**src/rtl/npu_instr_issuer.sv**
```systemverilog
// Instruction issuer: walks CLR / MAC x (taps+1) / ACT per output for (outputs+1) outputs.
// Optional NPU_ISSUER_STALL_CNT_EN adds a saturating 16-bit back-pressure counter (stall_cnt).
module npu_instr_issuer #(
    parameter int W_IN      = 8,
    parameter int MUX_WIDTH = 4,
    parameter int CNT_W     = 8
) (
    input  logic                 clk,
    input  logic                 reset_n,
    input  logic                 start,
    input  logic [MUX_WIDTH-1:0] cfg_taps,
    input  logic [CNT_W-1:0]     cfg_outputs,
    input  logic                 cfg_relu,
    output logic [W_IN-1:0]      instr,
    output logic                 instr_valid,
    input  logic                 instr_ready,
    output logic                 busy,
    output logic                 done,
`ifdef NPU_ISSUER_STALL_CNT_EN
    output logic [15:0]          stall_cnt,
`endif
    output logic [2:0]           dbg_state
);

    // Handshake: an instruction moves on a rising edge where instr_valid and instr_ready are
    // both 1; once instr_valid is raised, instr stays stable and valid stays high until then.
    typedef enum logic [2:0] {
        S_IDLE = 3'd0,
        S_CLR  = 3'd1,
        S_MAC  = 3'd2,
        S_ACT  = 3'd3,
        S_DONE = 3'd4
    } state_t;

    localparam logic [1:0] OP_CLR = 2'b01;
    localparam logic [1:0] OP_MAC = 2'b10;
    localparam logic [1:0] OP_ACT = 2'b11;

    state_t               state_q;
    logic [MUX_WIDTH-1:0] taps_q;
    logic [CNT_W-1:0]     outputs_q;
    logic                 relu_q;
    logic [MUX_WIDTH-1:0] tap_q;
    logic [CNT_W-1:0]     out_q;
    logic [W_IN-1:0]      instr_q;
    logic                 valid_q;
    logic                 done_q;
    logic [MUX_WIDTH-1:0] tap_d;

    function automatic logic [W_IN-1:0] enc(input logic [1:0] op, input logic mode,
                                            input logic [MUX_WIDTH-1:0] tap);
        logic [W_IN-1:0] v;
        v                = '0;
        v[7:6]           = op;
        v[4]             = mode;
        v[MUX_WIDTH-1:0] = tap;
        return v;
    endfunction

    assign tap_d = tap_q + 1'b1;

    // Outputs are computed for the state being entered, so they are registered and
    // the next instruction is already presented in the cycle after a transfer.
    always_ff @(posedge clk or negedge reset_n) begin
        if (!reset_n) begin
            state_q   <= S_IDLE;
            taps_q    <= '0;
            outputs_q <= '0;
            relu_q    <= 1'b0;
            tap_q     <= '0;
            out_q     <= '0;
            instr_q   <= '0;
            valid_q   <= 1'b0;
            done_q    <= 1'b0;
        end else begin
            done_q <= 1'b0;
            case (state_q)
                S_IDLE: begin
                    if (start) begin
                        taps_q    <= cfg_taps;
                        outputs_q <= cfg_outputs;
                        relu_q    <= cfg_relu;
                        tap_q     <= '0;
                        out_q     <= '0;
                        instr_q   <= enc(OP_CLR, 1'b0, '0);
                        valid_q   <= 1'b1;
                        state_q   <= S_CLR;
                    end
                end
                S_CLR: begin
                    if (instr_ready) begin
                        instr_q <= enc(OP_MAC, 1'b0, tap_q);
                        state_q <= S_MAC;
                    end
                end
                S_MAC: begin
                    if (instr_ready) begin
                        if (tap_q == taps_q) begin
                            tap_q   <= '0;
                            instr_q <= enc(OP_ACT, relu_q, '0);
                            state_q <= S_ACT;
                        end else begin
                            tap_q   <= tap_d;
                            instr_q <= enc(OP_MAC, 1'b0, tap_d);
                        end
                    end
                end
                S_ACT: begin
                    if (instr_ready) begin
                        if (out_q == outputs_q) begin
                            instr_q <= '0;
                            valid_q <= 1'b0;
                            done_q  <= 1'b1;
                            state_q <= S_DONE;
                        end else begin
                            out_q   <= out_q + 1'b1;
                            instr_q <= enc(OP_CLR, 1'b0, '0);
                            state_q <= S_CLR;
                        end
                    end
                end
                S_DONE: begin
                    state_q <= S_IDLE;
                end
                default: begin
                    state_q <= S_IDLE;
                    valid_q <= 1'b0;
                end
            endcase
        end
    end

`ifdef NPU_ISSUER_STALL_CNT_EN
    logic [15:0] stall_q;

    always_ff @(posedge clk or negedge reset_n) begin
        if (!reset_n) begin
            stall_q <= '0;
        end else if (state_q == S_IDLE && start) begin
            stall_q <= '0;
        end else if (valid_q && !instr_ready && stall_q != 16'hFFFF) begin
            stall_q <= stall_q + 16'd1;
        end
    end

    assign stall_cnt = stall_q;
`endif

    assign instr       = instr_q;
    assign instr_valid = valid_q;
    assign done        = done_q;
    assign busy        = (state_q != S_IDLE);
    assign dbg_state   = state_q;

endmodule
```
**config.mk**
```make
export PLATFORM = sky130hd
export DESIGN_NAME = npu_instr_issuer
export DESIGN_NICKNAME = d
export VERILOG_FILES = /design/src/rtl/npu_instr_issuer.sv
export SDC_FILE = /design/constraint.sdc
export NUM_CORES = 1
export LEC_CHECK = 0
export CORE_AREA = 2 2 69 71
export CTS_CLUSTER_SIZE = 25
export DETAILED_ROUTE_END_ITERATION = 16
export DIE_AREA = 0 0 71 73
export PLACE_DENSITY = 0.66
export SLEW_MARGIN = 5
export SYNTH_ARGS = -nofsm -noshare
export SYNTH_HDL_FRONTEND = slang
export SYNTH_SLANG_ARGS = --single-unit
```
**constraint.sdc**
```tcl
create_clock -name clk -period 2.71 [get_ports clk]
set_input_delay 0.542 -clock clk [delete_from_list [all_inputs] [get_ports clk]]
set_output_delay 0.542 -clock clk [all_outputs]
set_load 0.05 [all_outputs]
```
==> reports/metrics.cfg, run 1 <==
[clock_tree]
clk_latency_ns = 0.29
cts-root-buf = clkbuf_8
numClockSinks = 37
post_cts_buffers = 0
cts.htree.levels = 2
cts_tree = yes
ctsResizeCount = 0
clockBufferDepth = 2
clkTransAtPathRegs_ns = 0.07
hold_buffers = 0
numCtsBuffers = 5

[global_route]
grt_pass1_vias = 1528
grt_pass1_wl_mm = 7.16
antenna_found_initial = 0
gr-total-overflow = 0
grtUsageTotal = 0.176
grt_max_degree = 38

[logic_synthesis]
ys_seq_area_frac = 0.478
syn-num-nets = 231
synth_flop_cell = dfrtp_1
async_flop_share = 1.00
syn_area_um2 = 1940
synth_edf_count = 0
synth_warnings = 0
avgSynthCellArea_um2 = 9.14
ys_seq_elements = 37
yosysUniqueCellTypes = 46
syn_inst = 212

[setup_path]
arrival_ns = 1.96
cp-start-kind = flip-flop
path_class = reg2out
cpMaxStageDelayCell = clkdlybuf4s50_1
ff2ff_path_depth = 5
r2r_end = instr[2]
cp-endpoint = busy
end_kind = output pin
r2r-start = dbg_state[2]
cp.required_ns = 2.17
worstPathCellList = or3_1 -> clkdlybuf4s50_1
critPathBufInv = 1
crit_fanout = 13
max_stage_delay_ns = 0.72
cp.depth = 2
worstSetupStartpoint = dbg_state[2]
ff2ff_setup_slack_ns = 0.73
cpLargestDelayFamily = buffers and inverters

[sta]
worst_pin_slew_ns = 0.828
slew_viol_final = 0
finalCriticalPeriod_ns = 2.50
max_slew_margin = 0.448
rsz0062_at_grt = false
setup_viol = 0
final.setup.tns_ns = 0
hold_viol = 0
finClkSkew_ns = 0.00639
fmax_mhz = 400
fin_ws_ns = 0.210
period_share = 0.922

[floorplanning]
die_y_um = 73
initial_core_util = 0.427
num_rows = 25
dieArea_um2 = 5180
core_um2 = 4540
io_pins = 31
die_w_um = 71

[power]
p_leak_nw = 1.10
peakVddDrop_mv = 0.400
p_per_area_nw_per_um2 = 1020

[route]
vias_per_cell = 5.19
drt-total-wl_mm = 3.98
wl_per_cell_um = 13.4
firstDrtPassIters = 4
dr_total_vias = 1540
ant_nets = 0
first_iter_violations = 95
drc = 0

[cells_and_area]
nFillCells = 448
antennaDiodeCount = 0
post-route-util = 0.518
final_nets = 262
final_layout_size_suffix_gt1_frac = 0.0658
area_delta_synth_final_pct = 21.2
fin_cells = 297

[job]
maxCapViolations = 0

[placement]
place.gp.congestion = 0.813
dpl.hpwl_mm = 2.84
portBuffers = 29
dpl.cell_count = 290
place_ws_ns = 0.355

[status]
status = completed

[hold_path]
hold_path.class = in2async

==> how the worst min path moves through the flow <==
stage               startpoint           end  slack, ns  depth (start not counted)
floorplan              reset_n  dbg_state[0]       0.25                          0
global placement      instr[7]      instr[7]       0.46                          2
detailed placement    instr[7]      instr[7]       0.46                          2
CTS                    reset_n      out_q[7]       0.38                          1
finish                 reset_n  outputs_q[7]       0.35                          1
global route           reset_n      out_q[7]       0.42                          1
==> power breakdown <==
group	internal, W	leakage [nW]	switching, W
registers	0.000715	0.480	0.000125
clock network	0.000202	0.0443	0.000183
logic	0.000441	0.574	0.000723
total	0.00136	1.10	0.00103
==> registers in the layout (all words and copies together) (netlist names) <==
register     cells
outputs_q        8
done             1
instr_valid      1
dbg_state        3
out_q            8
relu_q           1
tap_q            4
taps_q           4
instr            7
==> through the flow <==
| stage | hold WS [ns] | instance area, um2 | total power, W |
|---|---|---|---|
| after floorplan | 0.246 | 1940 | 0.00171 |
| after global placement | 0.463 | 2260 | 0.00200 |
| after detailed placement | 0.464 | 2260 | 0.00202 |
| after CTS | 0.375 | 2350 | 0.00241 |
| after global routing | 0.416 | 2350 | 0.00258 |
| final | 0.348 | 2350 | 0.00239 |
==> layer usage <==
| metal | up-vias | GRT usage | wire, um |
|---|---|---|---|
| li1 | 784 | - | - |
| met1 | 720 | 0.249 | 1980 |
| met2 | 30 | 0.263 | 1800 |
| met3 | 6 | 0.0414 | 122 |
| met4 | 0 | 0.0671 | 72 |
| met5 | - | 0 | 0 |
==> area by class of cell <==
type	instances	area, um2	area share
inverters	3	11.3	0.00479
well taps	54	67.6	0.0288
repair buffers	33	315	0.134
multi-input cells	163	943	0.401
clock buffers	7	86.3	0.0367
flip-flops and latches	37	926	0.394
==> synth_stat cells, types with 3 or more instances <==
library cell,number,share of area
nor2b_1,3,0.0097
and2_1,3,0.0097
nor2_1,12,0.023
nand2_1,61,0.12
o22ai_1,3,0.0097
a22o_1,4,0.018
dfrtp_1,37,0.48
nand2b_1,4,0.013
buf_2,4,0.010
inv_1,3,0.0058
xnor2_1,8,0.036
o21ai_0,14,0.036
xor2_1,5,0.023
nand4_1,4,0.013
a21oi_1,6,0.015
and3_1,3,0.0097
==> worst register-to-register path, delay by kind of cell (launching register included) <==
kind	cells	cell delay [ns]
AOI/OAI and AO/OA	2	0.38
and+or+nand+nor	3	0.96
DFF	1	0.53
==> cell usage in the layout, fill, tap and decap left out, drive strengths merged, types with 2 or more instances in the layout <==
cell type / synthesis / routed
dfrtp: 37 / 37
a21oi: 6 / 6
and2: 3 / 3
nor3b: 2 / 2
o21ai: 14 / 14
nor2: 12 / 12
nand2: 61 / 61
nor2b: 3 / 3
inv: 3 / 3
nand2b: 4 / 4
nand3: 2 / 2
a21o: 2 / 2
o22ai: 3 / 3
ha: 2 / 2
nand4: 4 / 4
nor3: 2 / 2
clkdlybuf4s50: 0 / 28
and3: 4 / 4
buf: 7 / 5
clkbuf: 2 / 7
or3: 2 / 2
a22o: 4 / 4
xnor2: 8 / 8
mux2i: 2 / 2
xor2: 5 / 5
==> kinds of logic after synthesis <==
| kind of cell | share of synthesized area |
|---|---|
| DFF | 0.478 |
| and+or+nand+nor | 0.250 |
| AOI/OAI and AO/OA | 0.147 |
| xor gates and xnor gates | 0.0587 |
| other | 0.00193 |
| adders and majority gates | 0.0129 |
| buffers and inverters | 0.0355 |
| muxes | 0.0161 |
Power figures use the tool's default switching activity.
==> run 2, diff against run 1 <==
--- a/config.mk
+++ b/config.mk
@@ -5,11 +5,11 @@
 export SDC_FILE = /design/constraint.sdc
 export NUM_CORES = 1
 export LEC_CHECK = 0
-export CORE_AREA = 2 2 69 71
+export CORE_AREA = 2 2 84 86
 export CTS_CLUSTER_SIZE = 25
 export DETAILED_ROUTE_END_ITERATION = 16
-export DIE_AREA = 0 0 71 73
-export PLACE_DENSITY = 0.66
+export DIE_AREA = 0 0 86 88
+export PLACE_DENSITY = 0.48
 export SLEW_MARGIN = 5
 export SYNTH_ARGS = -nofsm -noshare
 export SYNTH_HDL_FRONTEND = slang
==> reports/metrics.cfg, run 2 (synthesis results as in run 1) <==
[sta]
finalCriticalPeriod_ns = 2.53  ; was 2.50 ns
final.setup.tns_ns = 0  ; unchanged
rsz0062_at_grt = false  ; unchanged
slew_viol_final = 0  ; unchanged
max_slew_margin = 0.426  ; was 0.448
fmax_mhz = 395  ; was 400 MHz
hold_viol = 0  ; unchanged
period_share = 0.934  ; was 0.922
finClkSkew_ns = 0.00850  ; was 0.00639 ns
fin_hold_ws_ns = 0.358  ; was 0.348 ns
setup_viol = 0  ; unchanged
worst_pin_slew_ns = 0.861  ; was 0.828 ns

[hold_path]
hold_path.class = in2async  ; unchanged

[cells_and_area]
antennaDiodeCount = 0  ; unchanged
seq_area_um2 = 926  ; unchanged
fin_cells = 324  ; was 297
area_delta_synth_final_pct = 22.6  ; was 21.2%
final_nets = 262  ; unchanged
nFillCells = 693  ; was 448
final_area_um2 = 2380  ; was 2350 um2
layout_common_cells = nand2_1, dfrtp_1, clkdlybuf4s50_1, o21ai_0, nor2_1  ; unchanged
layout_commonest_cell = nand2_1  ; unchanged
multiInputGateArea_um2 = 943  ; unchanged
final_layout_size_suffix_gt1_frac = 0.0615  ; was 0.0658

[global_route]
grt_pass1_wl_mm = 7.82  ; was 7.16 mm
gr-total-overflow = 0  ; unchanged
antenna_found_initial = 0  ; unchanged
grt_max_degree = 38  ; unchanged
grtUsageTotal = 0.133  ; was 0.176
grt_pass1_vias = 1579  ; was 1,528

[setup_path]
worstPathCellList = or3_1 -> clkdlybuf4s50_1  ; unchanged
cpLargestDelayFamily = buffers and inverters  ; unchanged
ff2ff_path_depth = 5  ; unchanged
path_class = reg2out  ; unchanged
cp.depth = 2  ; unchanged
critPathBufInv = 1  ; unchanged
end_kind = output pin  ; unchanged
cpMaxStageDelayCell = clkdlybuf4s50_1  ; unchanged
max_stage_delay_ns = 0.72  ; about the same
arrival_ns = 1.99  ; was 1.96 ns
cp-start-kind = flip-flop  ; unchanged
ff2ff_setup_slack_ns = 0.66  ; was 0.73 ns
cp.required_ns = 2.17  ; about the same
crit_fanout = 13  ; unchanged

[clock_tree]
clkTransAtPathRegs_ns = 0.08  ; was 0.07 ns
cts-root-buf = clkbuf_8  ; unchanged
clk_latency_ns = 0.29  ; about the same
clockBufferDepth = 2  ; unchanged
cts_tree = yes  ; unchanged
numCtsBuffers = 5  ; unchanged
post_cts_buffers = 0  ; unchanged
ctsResizeCount = 0  ; unchanged
cts.htree.levels = 2  ; unchanged
hold_buffers = 0  ; unchanged
numClockSinks = 37  ; unchanged

[route]
wl_per_cell_um = 14.2  ; was 13.4 um
first_iter_violations = 118  ; was 95
drt-total-wl_mm = 4.59  ; was 3.98 mm
drc = 0  ; unchanged
dr_total_vias = 1578  ; was 1,540
vias_per_cell = 4.87  ; was 5.19
firstDrtPassIters = 4  ; unchanged
ant_nets = 0  ; unchanged

[floorplanning]
num_rows = 30  ; was 25
die_w_um = 86  ; was 71 um
core_um2 = 6640  ; was 4540 um2
initial_core_util = 0.292  ; was 0.427
io_pins = 31  ; unchanged
die_y_um = 88  ; was 73 um
dieArea_um2 = 7570  ; was 5180 um2

[power]
p_per_area_nw_per_um2 = 1010  ; was 1020 nW/um2
p_leak_nw = 1.09  ; was 1.10 nW
peakVddDrop_mv = 0.395  ; was 0.400 mV

[placement]
place_area_um2 = 2300  ; was 2260 um2
dpl.cell_count = 316  ; was 290
place.gp.congestion = 0.795  ; was 0.813
dpl.hpwl_mm = 3.23  ; was 2.84 mm
portBuffers = 29  ; unchanged

[job]
maxCapViolations = 0  ; unchanged

[status]
status = completed  ; unchanged

run 2: cell count changes in the layout (fill, tap and decap cells not counted):
cell      before  now
clkbuf_8       6    5
clkbuf_1       1    3
run 2: final timing paths:
kind / end / from
max reg2reg: instr[2] / dbg_state[2]
min: instr[3] / reset_n
min in group clk: instr[7] / instr[7]
min reg2reg: instr[7] / instr[7]
max: busy / dbg_state[2]
max in group asynchronous: out_q[7] / reset_n
run 2: report_power, final:
group          switching, W  leakage, nW  internal, W
sequential         0.000128        0.480     0.000715
clock              0.000196       0.0395     0.000183
combinational      0.000737        0.574     0.000441
total               0.00106         1.09      0.00134
run 2: cell type report:
type | count | area share
flip-flops and latches | 37 | 0.390
clock buffers | 8 | 0.0337
inverters | 3 | 0.00474
multi-input cells | 163 | 0.397
repair buffers | 33 | 0.133
well taps | 80 | 0.0421
run 2: per-layer routing:
| metal | wire length (um) | share of wire | vias up | GRT usage |
|---|---|---|---|---|
| met5 | 0 | 0 | - | 0 |
| met4 | 74 | 0.016 | 0 | 0.0476 |
| met3 | 169 | 0.037 | 6 | 0.0292 |
| met2 | 2010 | 0.44 | 33 | 0.202 |
| met1 | 2330 | 0.51 | 760 | 0.187 |
| li1 | - | - | 779 | - |
run 2: metrics by stage:
stage                     worst slack [ns]   util  power (W)
after floorplan                      0.682      -    0.00171
after global placement               0.356  0.346    0.00203
after detailed placement             0.328  0.346    0.00204
after CTS                            0.172  0.358    0.00243
after global routing                 0.110  0.358    0.00261
final                                0.178  0.358    0.00240
